===== config.mk =====
export PLATFORM = sky130hd
export DESIGN_NAME = button_reader_flat
export DESIGN_NICKNAME = d
export VERILOG_FILES = /design/src/rtl/button_reader_if.sv /design/src/rtl/button_reader.sv /design/src/flat_wrapper.sv
export SDC_FILE = /design/constraint.sdc
export NUM_CORES = 1
export LEC_CHECK = 0
export BUFFER_PORTS_ARGS = -buffer_cell sky130_fd_sc_hd__buf_4
export CAP_MARGIN = 20
export CELL_PAD_IN_SITES_DETAIL_PLACEMENT = 0
export CELL_PAD_IN_SITES_GLOBAL_PLACEMENT = 1
export CORE_UTILIZATION = 49
export CTS_CLUSTER_SIZE = 40
export DETAILED_ROUTE_END_ITERATION = 10
export GPL_TIMING_DRIVEN = 1
export PLACE_DENSITY_LB_ADDON = 0.1
export SLEW_MARGIN = 10
export SYNTH_ARGS = -nofsm -noshare
export SYNTH_HDL_FRONTEND = slang
export SYNTH_SLANG_ARGS = --single-unit

===== constraint.sdc =====
create_clock -name clk -period 2.5 [get_ports clk]
set_clock_uncertainty 0.1 [all_clocks]
set_input_delay 0 -clock clk [delete_from_list [all_inputs] [get_ports clk]]
set_output_delay 0 -clock clk [all_outputs]
set_load 0.005 [all_outputs]

===== src/rtl/button_reader_if.sv =====
// Press-mask handshake bundle between the button reader and the host.
// The master offers out_data/out_valid; the slave answers with out_ready.
interface button_reader_if #(
    parameter int WIDTH = 8
);
    logic [WIDTH-1:0] out_data;
    logic             out_valid;
    logic             out_ready;

    modport master (
        output out_data,
        output out_valid,
        input  out_ready
    );

    modport slave (
        input  out_data,
        input  out_valid,
        output out_ready
    );
endinterface


===== src/rtl/button_reader.sv =====
// Button reader: synchronise, debounce, catch presses, and offer the
// accumulated press mask to the host over a valid/ready handshake.
module button_reader #(
    parameter int WIDTH           = 8,
    parameter int DEBOUNCE_CYCLES = 50000,
    parameter int CNT_W           = 16
) (
    input  logic              clk,
    input  logic              rst_n,
    input  logic [WIDTH-1:0]  btn_raw,
    output logic [WIDTH-1:0]  level,
    output logic              overrun,
    button_reader_if.master   bus
);
    typedef enum logic {IDLE, HOLD} state_t;

    localparam logic [CNT_W-1:0] CNT_MAX = CNT_W'(DEBOUNCE_CYCLES - 1);

    logic [WIDTH-1:0] sync1;
    logic [WIDTH-1:0] sync2;
    logic [CNT_W-1:0] cnt   [WIDTH];
    logic [CNT_W-1:0] cnt_d [WIDTH];
    logic [WIDTH-1:0] level_d;
    logic [WIDTH-1:0] press;
    logic [WIDTH-1:0] pending;
    logic [WIDTH-1:0] taken;
    logic [WIDTH-1:0] data_q;
    logic [WIDTH-1:0] data_d;
    logic             valid_q;
    logic             valid_d;
    state_t           state_q;
    state_t           state_d;

    assign bus.out_data  = data_q;
    assign bus.out_valid = valid_q;

    // Two-flop synchroniser on every raw pin.
    always_ff @(posedge clk or negedge rst_n) begin
        if (!rst_n) begin
            sync1 <= '0;
            sync2 <= '0;
        end else begin
            sync1 <= btn_raw;
            sync2 <= sync1;
        end
    end

    // Per-bit debounce: accept a new level only after a full run of mismatches.
    always_comb begin
        level_d = level;
        for (int i = 0; i < WIDTH; i++) begin
            cnt_d[i] = '0;
            if (sync2[i] != level[i]) begin
                if (cnt[i] == CNT_MAX) begin
                    level_d[i] = sync2[i];
                end else begin
                    cnt_d[i] = cnt[i] + 1'b1;
                end
            end
        end
    end

    assign press = level_d & ~level;

    // Debounced levels and their counters.
    always_ff @(posedge clk or negedge rst_n) begin
        if (!rst_n) begin
            level <= '0;
            for (int i = 0; i < WIDTH; i++) begin
                cnt[i] <= '0;
            end
        end else begin
            level <= level_d;
            for (int i = 0; i < WIDTH; i++) begin
                cnt[i] <= cnt_d[i];
            end
        end
    end

    // Handshake FSM: load the pending mask in IDLE, hold it until accepted.
    always_comb begin
        state_d = state_q;
        valid_d = valid_q;
        data_d  = data_q;
        taken   = '0;
        unique case (state_q)
            IDLE: begin
                if (|pending) begin
                    taken   = pending;
                    data_d  = pending;
                    valid_d = 1'b1;
                    state_d = HOLD;
                end
            end
            HOLD: begin
                if (bus.out_ready) begin
                    valid_d = 1'b0;
                    state_d = IDLE;
                end
            end
            default: begin
                valid_d = 1'b0;
                state_d = IDLE;
            end
        endcase
    end

    // FSM state, offered mask, pending presses and the lost-press pulse.
    always_ff @(posedge clk or negedge rst_n) begin
        if (!rst_n) begin
            state_q <= IDLE;
            valid_q <= 1'b0;
            data_q  <= '0;
            pending <= '0;
            overrun <= 1'b0;
        end else begin
            state_q <= state_d;
            valid_q <= valid_d;
            data_q  <= data_d;
            pending <= (pending & ~taken) | press;
            overrun <= |(press & pending & ~taken);
        end
    end
endmodule


===== src/flat_wrapper.sv =====
// flat-port wrapper written by rule: the top's interface ports become plain ports
module button_reader_flat 
#(
    parameter int WIDTH           = 8,
    parameter int DEBOUNCE_CYCLES = 50000,
    parameter int CNT_W           = 16
)
  (clk, rst_n, btn_raw, level, overrun, bus_out_data, bus_out_valid, bus_out_ready);
  button_reader_if #(.WIDTH(WIDTH)) bus_i ();
  input  logic clk;
  input  logic rst_n;
  input  logic [WIDTH-1:0] btn_raw;
  output logic [WIDTH-1:0] level;
  output logic overrun;
  output wire logic [$bits(bus_i.out_data)-1:0] bus_out_data;
  output wire logic [$bits(bus_i.out_valid)-1:0] bus_out_valid;
  input wire logic [$bits(bus_i.out_ready)-1:0] bus_out_ready;
  assign bus_out_data = bus_i.out_data;
  assign bus_out_valid = bus_i.out_valid;
  assign bus_i.out_ready = bus_out_ready;
  button_reader #(.WIDTH(WIDTH), .DEBOUNCE_CYCLES(DEBOUNCE_CYCLES), .CNT_W(CNT_W)) u_core (.clk(clk), .rst_n(rst_n), .btn_raw(btn_raw), .level(level), .overrun(overrun), .bus(bus_i));
endmodule

==> reports/results.txt <==
die area -> 16400 sq um
GRT overflow -> 0
critical path class -> reg2reg
initial drt markers -> 253
Final Util -> 58.3%
die width -> 128 um
Mean Syn Cell Area -> 10.5 sq um
I/O pin cnt -> 29
flops & latches, synth -> 171
VDD IR max -> 0.502 mV
layout net count -> 811
post-cts resize count -> 0
Worst Path Max Fanout -> 15
CTS HTree Levels -> 4
initial antenna violation count -> 0
outcome -> completed
antenna viol nets, final -> 0
Cell Count, Final, Fillers Out -> 1016
switching power share of the total -> 22.0%
Max Fclk -> 508 MHz
Synth Instances -> 741
drt first pass iters -> 4
count of different cell masters after synthesis -> 31
fraction of layout instances using a drive strength above 1 -> 12.4%
Comb pwr share -> 3.3%
Cell Int Power -> 4.32 mW
largest net degree at the start of global routing -> 73
Buffers on Ports -> 28
clock tree sinks -> 171
# diodes -> 0
P&R area growth vs syn -> 14.8%
final hold vios -> 0
CP Data Required Time -> 2690 ps
critical path arrival -> 2160 ps
# fillers -> 1332
crit share post-route -> 78.8%
starting density of the core -> 50.8%
Seq pwr share -> 51.5%
final total power -> 5.54 mW
first-pass GRT wire length -> 26.3 mm
Routed Wire Length -> 15.0 mm
DR DRC count -> 0
pre-CTS setup slack -> 549 ps
Vias -> 5497
die height -> 128 um
sw power -> 1.22 mW
Final Setup Violations -> 0
Inserted Clock Buffers -> 17
post-route setup TNS -> 0 ps
final worst setup slack -> 530 ps
Reg clk slew, reported paths -> 60 ps
RSZ-0062 raised after global routing -> no
Period minus WS final -> 1970 ps
Total Routing Usage GR -> 20.2%
Slew HR -> 55.2%
clk_lat worst skew -> 420 ps
Core Rows -> 45
class of the worst hold path -> in2async
pwr/cell area -> 619 nW/um^2
syn_nets -> 760
max-slew violations -> 0
Critical Path Start Type -> flop
Slew @ Worst Pin -> 672 ps
vias in the first global route -> 5539
DP HPWL -> 10.2 mm
Cells after DPL -> 974
Final GP Congestion -> 0.771
sequential share of the synthesized area -> 54.8%
Mapped Area -> 7800 sq um
TritonCTS clock tree -> yes
CP endpoint kind -> flop
wire per inst -> 14.7 um
Leakage -> 3.70 nW
Max-cap violations -> 0
Core ar. -> 15400 sq um
DR vias/cell -> 5.41
Root Buffer -> clkbuf_16
clock power share -> 45.2%
Max clock buf depth -> 2
yosys warns -> 0
post-CTS repair timing setup buffer count -> 0
area by class of cell:
| type | instances | area (sq um) | share of cell area, % |
|---|---|---|---|
| repair buffers | 43 | 364 | 4.06 |
| multi-input cells | 546 | 3440 | 38.4 |
| inverters | 13 | 48.8 | 0.545 |
| flip-flops and latches | 171 | 4280 | 47.8 |
| well taps | 211 | 264 | 2.95 |
| clock inverters | 10 | 91.3 | 1.02 |
| clock buffers | 22 | 474 | 5.29 |
registers in the layout, indices dropped and copies added (netlist names):
name	count
u_core.level	8
u_core.state_q	1
u_core.cnt	128
u_core.bus.out_data	8
u_core.overrun	1
u_core.sync1	8
u_core.bus.out_valid	1
u_core.sync2	8
u_core.pending	8
worst paths after layout:
kind	start	to	slack [ps]	cells after the start
setup / recovery	u_core.cnt[103]	u_core.cnt[108]	530	4
hold / removal	rst_n	u_core.cnt[83]	70	2
setup reg to reg	u_core.cnt[103]	u_core.cnt[108]	530	4
hold reg to reg	u_core.sync1[1]	u_core.sync2[1]	250	0
max in group asynchronous	rst_n	u_core.cnt[12]	1480	3
min in group clk	btn_raw[6]	u_core.sync1[6]	120	2
power by group through the flow:
stage / clock network, mW / registers [mW] / logic (mW)
CTS: 2.57 / 2.85 / 0.193
floorplan: 0 / 2.89 / 0.0833
global placement: 0 / 2.90 / 0.173
finish: 2.50 / 2.85 / 0.185
detailed placement: 0 / 2.91 / 0.179
global route: 2.68 / 2.86 / 0.219
cell usage after synthesis:
library cell	n	area share, %
dfrtp_1	171	55
nor2_1	120	5.8
xnor2_1	72	8.1
nand2_1	48	2.3
nand3_1	36	2.3
xor2_1	32	3.6
nand4_1	30	2.4
nor3_1	22	1.4
nor4_1	22	1.8
and3_1	20	1.6
a21oi_1	18	1.2
o21ai_0	16	1.0
inv_1	12	0.58
clkbuf_1	11	0.53
nor4bb_1	10	1.3
or2_2	10	0.80
nand2b_1	9	0.72
or4_1	9	0.87
a22o_1	8	0.90
ha_1	8	1.3
mux2_2	8	1.2
nor4b_1	8	0.90
o31ai_1	8	0.77
or3_1	7	0.56
and4bb_2	6	0.96
nand3_2	6	0.77
or3_4	6	0.87
o32ai_1	4	0.45
and4_1	2	0.22
clkinv_1	1	0.048
or3_2	1	0.096
per-stage QoR:
stage                     instance area [sq um]  hold WS (ps)
after floorplan                            7800          -396
after global placement                     8290         -41.3
after detailed placement                   8290         -27.9
after CTS                                  8960          93.7
after global routing                       8960           112
final                                      8960          73.5
logic make-up (layout without fill, tap and decap cells):
kind of cell	Yosys count	count (layout)	share of synthesized area [%]
AOI/OAI and AO/OA	54	54	4.30
xor gates and xnor gates	104	104	11.7
DFF	171	171	54.8
buffers and inverters	24	88	1.15
adders and majority gates	8	8	1.28
and+or+nand+nor	372	372	25.6
muxes	8	8	1.15
cell usage in the layout, fill, tap and decap left out, drive strengths merged:
master	instances
a21oi	18
a22o	8
and3	20
and4	2
and4bb	6
buf	33
bufinv	1
clkbuf	22
clkinv	4
clkinvlp	5
dfrtp	171
dlygate4sd3	10
ha	8
inv	13
mux2	8
nand2	48
nand2b	9
nand3	42
nand4	30
nor2	120
nor3	22
nor4	22
nor4b	8
nor4bb	10
o21ai	16
o31ai	8
o32ai	4
or2	10
or3	14
or4	9
xnor2	72
xor2	32
layer usage:
layer  share of wire [%]  GRT usage [%]
met5                   0              0
met4                 1.9           7.13
met3                 3.7           4.80
met2                  46           31.5
met1                  48           27.7
critical path: stages (launching register included):
cell and delay, ps:
dfrtp_1 410, nor4b_1 400, nand4_1 310, nand2_1 490, nor2_1 120
what timing repair did:
action / in CTS / in global routing
endpoints found under the hold margin: 102 / 0
endpoints found under the setup margin: 0 / 0
hold buffers: 10 / 0
Note: power is estimated with default switching activity, not from simulation.
